--- src/rtl/writeback_arbiter_if.sv ---
// Writeback bus bundle: ALU/LSU result handshakes, issue/flush, register-file
// write and scoreboard. master = producers/decode side, slave = arbiter.
interface writeback_arbiter_if #(
  parameter int xlen = 32
);
  logic            alu_valid;
  logic            alu_ready;
  logic [4:0]      alu_rd;
  logic [xlen-1:0] alu_data;
  logic            lsu_valid;
  logic            lsu_ready;
  logic [4:0]      lsu_rd;
  logic [xlen-1:0] lsu_data;
  logic            issue_valid;
  logic [4:0]      issue_rd;
  logic            flush;
  logic            w_valid;
  logic [4:0]      w_ad;
  logic [xlen-1:0] w_data;
  logic [31:0]     busy;

  modport master (
    output alu_valid, alu_rd, alu_data,
    input  alu_ready,
    output lsu_valid, lsu_rd, lsu_data,
    input  lsu_ready,
    output issue_valid, issue_rd, flush,
    input  w_valid, w_ad, w_data, busy
  );

  modport slave (
    input  alu_valid, alu_rd, alu_data,
    output alu_ready,
    input  lsu_valid, lsu_rd, lsu_data,
    output lsu_ready,
    input  issue_valid, issue_rd, flush,
    output w_valid, w_ad, w_data, busy
  );
endinterface

--- src/rtl/writeback_arbiter.sv ---
// Writeback arbiter: LSU-priority grant with ALU anti-starvation, registered
// register-file write port and 32-entry pending-write scoreboard.
module writeback_arbiter #(
  parameter int xlen         = 32,
  parameter int STARVE_LIMIT = 3
) (
  input  logic                clk,
  input  logic                rst,
  writeback_arbiter_if.slave  bus
);
  localparam int CW = $clog2(STARVE_LIMIT + 1);

  logic [CW-1:0]   starve_cnt_q, starve_cnt_d;
  logic            w_valid_q, w_valid_d;
  logic [4:0]      w_ad_q, w_ad_d;
  logic [xlen-1:0] w_data_q, w_data_d;
  logic [31:0]     busy_q, busy_d;

  logic            starve_hit;
  logic            alu_ready, lsu_ready;
  logic            alu_xfer, lsu_xfer, xfer;
  logic [4:0]      win_rd;
  logic [xlen-1:0] win_data;

  // Grant depends only on valids and the counter, never on rd/data.
  assign starve_hit = (starve_cnt_q == CW'(STARVE_LIMIT));
  assign alu_ready  = !bus.lsu_valid || starve_hit;
  assign lsu_ready  = !(bus.alu_valid && starve_hit);
  assign alu_xfer   = bus.alu_valid && alu_ready;
  assign lsu_xfer   = bus.lsu_valid && lsu_ready;
  assign xfer       = alu_xfer || lsu_xfer;
  assign win_rd     = lsu_xfer ? bus.lsu_rd   : bus.alu_rd;
  assign win_data   = lsu_xfer ? bus.lsu_data : bus.alu_data;

  always_comb begin
    starve_cnt_d = '0;
    if (bus.alu_valid && !alu_ready && (starve_cnt_q != CW'(STARVE_LIMIT)))
      starve_cnt_d = starve_cnt_q + 1'b1;
  end

  always_comb begin
    w_valid_d = 1'b0;
    w_ad_d    = w_ad_q;
    w_data_d  = w_data_q;
    if (xfer) begin
      w_valid_d = (win_rd != 5'd0);
      w_ad_d    = win_rd;
      w_data_d  = win_data;
    end
  end

  // Issue set is applied last so a newer producer beats both retire and flush.
  always_comb begin
    busy_d = busy_q;
    if (bus.flush) busy_d = '0;
    if (xfer) busy_d[win_rd] = 1'b0;
    if (bus.issue_valid) busy_d[bus.issue_rd] = 1'b1;
    busy_d[0] = 1'b0;
  end

  always_ff @(posedge clk or posedge rst) begin
    if (rst) begin
      starve_cnt_q <= '0;
      w_valid_q    <= 1'b0;
      w_ad_q       <= '0;
      w_data_q     <= '0;
      busy_q       <= '0;
    end else begin
      starve_cnt_q <= starve_cnt_d;
      w_valid_q    <= w_valid_d;
      w_ad_q       <= w_ad_d;
      w_data_q     <= w_data_d;
      busy_q       <= busy_d;
    end
  end

  assign bus.alu_ready = alu_ready;
  assign bus.lsu_ready = lsu_ready;
  assign bus.w_valid   = w_valid_q;
  assign bus.w_ad      = w_ad_q;
  assign bus.w_data    = w_data_q;
  assign bus.busy      = busy_q;
endmodule

--- src/flat_wrapper.sv ---
// flat-port wrapper written by rule: the top's interface ports become plain ports
module writeback_arbiter_flat 
#(
  parameter int xlen         = 32,
  parameter int STARVE_LIMIT = 3
)
  (clk, rst, bus_alu_valid, bus_alu_rd, bus_alu_data, bus_alu_ready, bus_lsu_valid, bus_lsu_rd, bus_lsu_data, bus_lsu_ready, bus_issue_valid, bus_issue_rd, bus_flush, bus_w_valid, bus_w_ad, bus_w_data, bus_busy);
  writeback_arbiter_if #(.xlen(xlen)) bus_i ();
  input  logic clk;
  input  logic rst;
  input wire logic [$bits(bus_i.alu_valid)-1:0] bus_alu_valid;
  input wire logic [$bits(bus_i.alu_rd)-1:0] bus_alu_rd;
  input wire logic [$bits(bus_i.alu_data)-1:0] bus_alu_data;
  output wire logic [$bits(bus_i.alu_ready)-1:0] bus_alu_ready;
  input wire logic [$bits(bus_i.lsu_valid)-1:0] bus_lsu_valid;
  input wire logic [$bits(bus_i.lsu_rd)-1:0] bus_lsu_rd;
  input wire logic [$bits(bus_i.lsu_data)-1:0] bus_lsu_data;
  output wire logic [$bits(bus_i.lsu_ready)-1:0] bus_lsu_ready;
  input wire logic [$bits(bus_i.issue_valid)-1:0] bus_issue_valid;
  input wire logic [$bits(bus_i.issue_rd)-1:0] bus_issue_rd;
  input wire logic [$bits(bus_i.flush)-1:0] bus_flush;
  output wire logic [$bits(bus_i.w_valid)-1:0] bus_w_valid;
  output wire logic [$bits(bus_i.w_ad)-1:0] bus_w_ad;
  output wire logic [$bits(bus_i.w_data)-1:0] bus_w_data;
  output wire logic [$bits(bus_i.busy)-1:0] bus_busy;
  assign bus_i.alu_valid = bus_alu_valid;
  assign bus_i.alu_rd = bus_alu_rd;
  assign bus_i.alu_data = bus_alu_data;
  assign bus_alu_ready = bus_i.alu_ready;
  assign bus_i.lsu_valid = bus_lsu_valid;
  assign bus_i.lsu_rd = bus_lsu_rd;
  assign bus_i.lsu_data = bus_lsu_data;
  assign bus_lsu_ready = bus_i.lsu_ready;
  assign bus_i.issue_valid = bus_issue_valid;
  assign bus_i.issue_rd = bus_issue_rd;
  assign bus_i.flush = bus_flush;
  assign bus_w_valid = bus_i.w_valid;
  assign bus_w_ad = bus_i.w_ad;
  assign bus_w_data = bus_i.w_data;
  assign bus_busy = bus_i.busy;
  writeback_arbiter #(.xlen(xlen), .STARVE_LIMIT(STARVE_LIMIT)) u_core (.clk(clk), .rst(rst), .bus(bus_i));
endmodule
--- config.mk ---
export PLATFORM = sky130hd
export DESIGN_NAME = writeback_arbiter_flat
export DESIGN_NICKNAME = d
export VERILOG_FILES = /design/src/rtl/writeback_arbiter_if.sv /design/src/rtl/writeback_arbiter.sv /design/src/flat_wrapper.sv
export SDC_FILE = /design/constraint.sdc
export NUM_CORES = 1
export LEC_CHECK = 0
export CORE_MARGIN = 10
export CORE_UTILIZATION = 61
export DETAILED_ROUTE_END_ITERATION = 10
export DONT_BUFFER_PORTS = 1
export PLACE_DENSITY = 0.77
export SYNTH_ARGS = -nofsm -noshare
export SYNTH_HDL_FRONTEND = slang
export SYNTH_SLANG_ARGS = --single-unit
--- constraint.sdc ---
create_clock -name clk -period 5.1 [get_ports clk]
set_input_delay 1.02 -clock clk [delete_from_list [all_inputs] [get_ports clk]]
set_output_delay 1.02 -clock clk [all_outputs]
set_load 0.02 [all_outputs]
==> results.md <==
- Cell at the root of the clock tree: clkbuf_8
- Ratio of total power to cell area: 337.3 nW/um^2
- Post-CTS repair timing setup buffer count: 0
- Number of H-tree levels: 3
- Util after Layout: 65.47%
- Antenna violation net count after detailed routing: 0
- Weighted congestion reported at the end of routability-driven placement: 0.8326
- Synthesized area per cell: 9.443 sq um
- Slew at the pin with the worst max-slew slack: 1.083 ns
- Final critical-path required period: 2.523 ns
- Maximum clock rate: 0.3964 GHz
- Clock-pin slew reported for the worst setup and hold paths after clock tree synthesis: 0.07 ns
- Accumulated negative setup slack: 0 ns
- Leading cell type in the layout, fill and taps excluded: nor2_1
- Core Region: 5540 sq um
- Flop-to-flop setup slack: 2.62 ns
- Via count of the first global-routing pass: 2,935
- Total clock buffers created by CTS: 9
- Register bit total from synthesis: 71
- Worst Path Max Fanout: 49
- Cell Rows: 27
- Initial cell density of the core: 62.90%
- Area Growth Syn to Fin: 4.093%
- Critical Path Source Type: input pin
- Wirelength, routed: 9818 um
- Number of violations reported at the end of detailed-routing iteration 0: 195
- Full die area: 9136 sq um
- Post-DR wirelength/cell: 22.89 um
- Wire length of the first global-routing pass: 15,210 um
- Port buffer count: 0
- Worst IR Drop VDD: 0.1873 mV
- Run status: finished clean
- Count of pins on the block boundary: 157
- Termination of the worst setup path: u_core.bus.busy[6]
- Setup crit end kind: flop
- Number of detailed-route iterations in the first pass: 4
- Total track usage: 21.21%
- Synth unique cells: 32
- Residual overflow from global routing: 0
- DR vias: 2,809
- Gate count of the mapped netlist: 369
- DRT met1 WL: 3572 um
- Pins Over Slew Limit: 0
- Met3 Wirelength: 1184 um
- Signal arrival time at the worst endpoint: 2.77 ns
- Layout cell share with drive strength beyond 1: 7.843%
- Worst setup path class: in -> reg
- Setup violation total in the final timing report: 0
- Commonest cells after routing, fill and taps aside: 74 x nor2_1, 71 x dfrtp_1, 37 x o22ai_1
- Via-per-instance ratio: 6.548
- Critical path launch point: bus_lsu_valid
- Fill count: 474
- Met2 Wirelength: 4915 um
- Clock tree buffer depth: 2
- CTS tree: yes
- Uppermost layer routed: met4
- Fin crit share: 49.46%
- Data required, critical path: 5.35 ns
- Worst reg-to-reg path cell count: 5
- Remaining routing DRC violations: 0
- Final HPWL from detailed placement: 7127 um
- Maximum number of pins on one net before global-route repair: 50
- Worst setup skew after layout: 0.008078 ns
- Insertion delay of the later-clocked pin in the worst-skew pair: 0.35 ns
- Total number of yosys warnings: 0
- R2R Path Start: u_core.starve_cnt_q[0]
- Unrepaired setup endpoints after global routing: no
- Number of inserted diodes: 0
- Syn Nets: 455
- Static leakage: 1.385 nW
- Reg-to-Reg End: u_core.bus.busy[6]
- Total number of nets in the final design: 438
- DIE HEIGHT: 95.58 um
- Clock sink count: 71
- Resized Gates After CTS: 0
- Number of max-capacitance violations reported: 0
- Post-synthesis sequential area ratio: 50.99%
- Number of hold-slack violations in the final timing report: 0
- DIE WIDTH: 95.58 um
- Worst Hold Class: reg -> reg
- Worst max-slew margin expressed relative to the limit: 27.64%
- Netlist area before placement: 3485 sq um
- Initial antenna violation count: 0
- Hold Buf Count CTS: 0
-- power breakdown --
group          internal [mW]  leakage, nW  switching, mW
clock network          0.237        0.100          0.208
logic                 0.0418        0.404         0.0688
registers              0.597        0.881         0.0709
total                  0.876         1.38          0.347
-- worst max-delay path, cell delays in order --
cell     delay [ns]
a21bo_2        0.89
or3b_1         0.45
a21oi_1        0.13
o32ai_1        0.26
-- cell usage after synthesis --
cell type | count | area, sq um
nor3_1 | 2 | 10.01
buf_1 | 3 | 11.26
mux2i_4 | 4 | 90.09
nand3_1 | 5 | 25.02
a21bo_2 | 1 | 10.01
ha_1 | 1 | 12.51
or3b_1 | 2 | 17.52
o21a_1 | 1 | 7.510
o32ai_1 | 31 | 271.5
nand2_1 | 4 | 15.01
or2_2 | 1 | 6.260
nor2_1 | 74 | 277.8
buf_2 | 5 | 25.02
nand4b_1 | 2 | 17.52
a21oi_1 | 34 | 170.2
nor3b_1 | 7 | 52.55
dfrtp_1 | 71 | 1777
buf_6 | 3 | 33.78
buf_4 | 2 | 15.01
clkbuf_1 | 16 | 60.06
or3b_2 | 2 | 17.52
or3_1 | 2 | 12.51
mux2_2 | 4 | 45.04
nand3b_1 | 11 | 82.58
and4b_1 | 1 | 10.01
nand4_1 | 2 | 12.51
a31oi_1 | 3 | 18.77
inv_1 | 35 | 131.4
o22ai_1 | 37 | 231.5
nand2b_1 | 1 | 6.260
a21boi_1 | 1 | 7.510
conb_1 | 1 | 3.750
-- per-layer routing --
layer / global-route usage [%] / vias to the layer above
met5: 0 / -
met4: 6.143 / 0
met3: 7.934 / 13
met2: 35.84 / 147
met1: 24.63 / 1363
li1: - / 1286
-- cell type report --
cell class                 instances  area, sq um  share of cell area [%]
clock inverter                     4        45.04                   1.242
tap                               72        90.09                   2.484
clock buffer                      12        145.1                   4.001
multi-input combinational        234         1431                   39.46
inverter                          35        131.4                   3.622
sequential                        71         1777                   48.98
timing repair buffer               1        7.507                  0.2070
-- flip-flops by register name, indices dropped and copies added, names as in the netlist --
| register | count |
|---|---|
| u_core.starve_cnt_q | 2 |
| u_core.bus.w_valid | 1 |
| u_core.bus.busy | 31 |
| u_core.bus.w_ad | 5 |
| u_core.bus.w_data | 32 |
-- through the flow --
stage          instance area, sq um  total power [mW]  setup slack [ns]  hold WS, ns  cells
6_report                       3627             1.224             2.577       0.4461    429
5_1_grt                        3627             1.271             2.336       0.4627    429
4_1_cts                        3627             1.230             2.588       0.4526    429
3_5_place_dp                   3437            0.7919             2.239       0.4425    413
3_3_place_gp                   3437            0.7873             2.283       0.4300    413
2_1_floorplan                  3485            0.7738             2.283       0.4139    369
-- worst min path at each step --
stage / start / to / depth (start not counted)
after floorplan: u_core.starve_cnt_q[0] / u_core.starve_cnt_q[0] / 1
after global placement: u_core.starve_cnt_q[0] / u_core.starve_cnt_q[0] / 1
after detailed placement: u_core.starve_cnt_q[0] / u_core.starve_cnt_q[0] / 1
after CTS: u_core.starve_cnt_q[0] / u_core.starve_cnt_q[0] / 1
after global routing: u_core.starve_cnt_q[0] / u_core.starve_cnt_q[0] / 1
final: u_core.starve_cnt_q[0] / u_core.starve_cnt_q[0] / 1
-- kinds of logic after synthesis --
logic type / synth area share (%)
other: 0.1076
AOI/OAI and AO/OA: 20.57
DFF: 50.99
muxes: 3.878
adders and majority gates: 0.3590
and+or+nand+nor: 16.16
buffers and inverters: 7.935
Power figures use the tool's default switching activity.
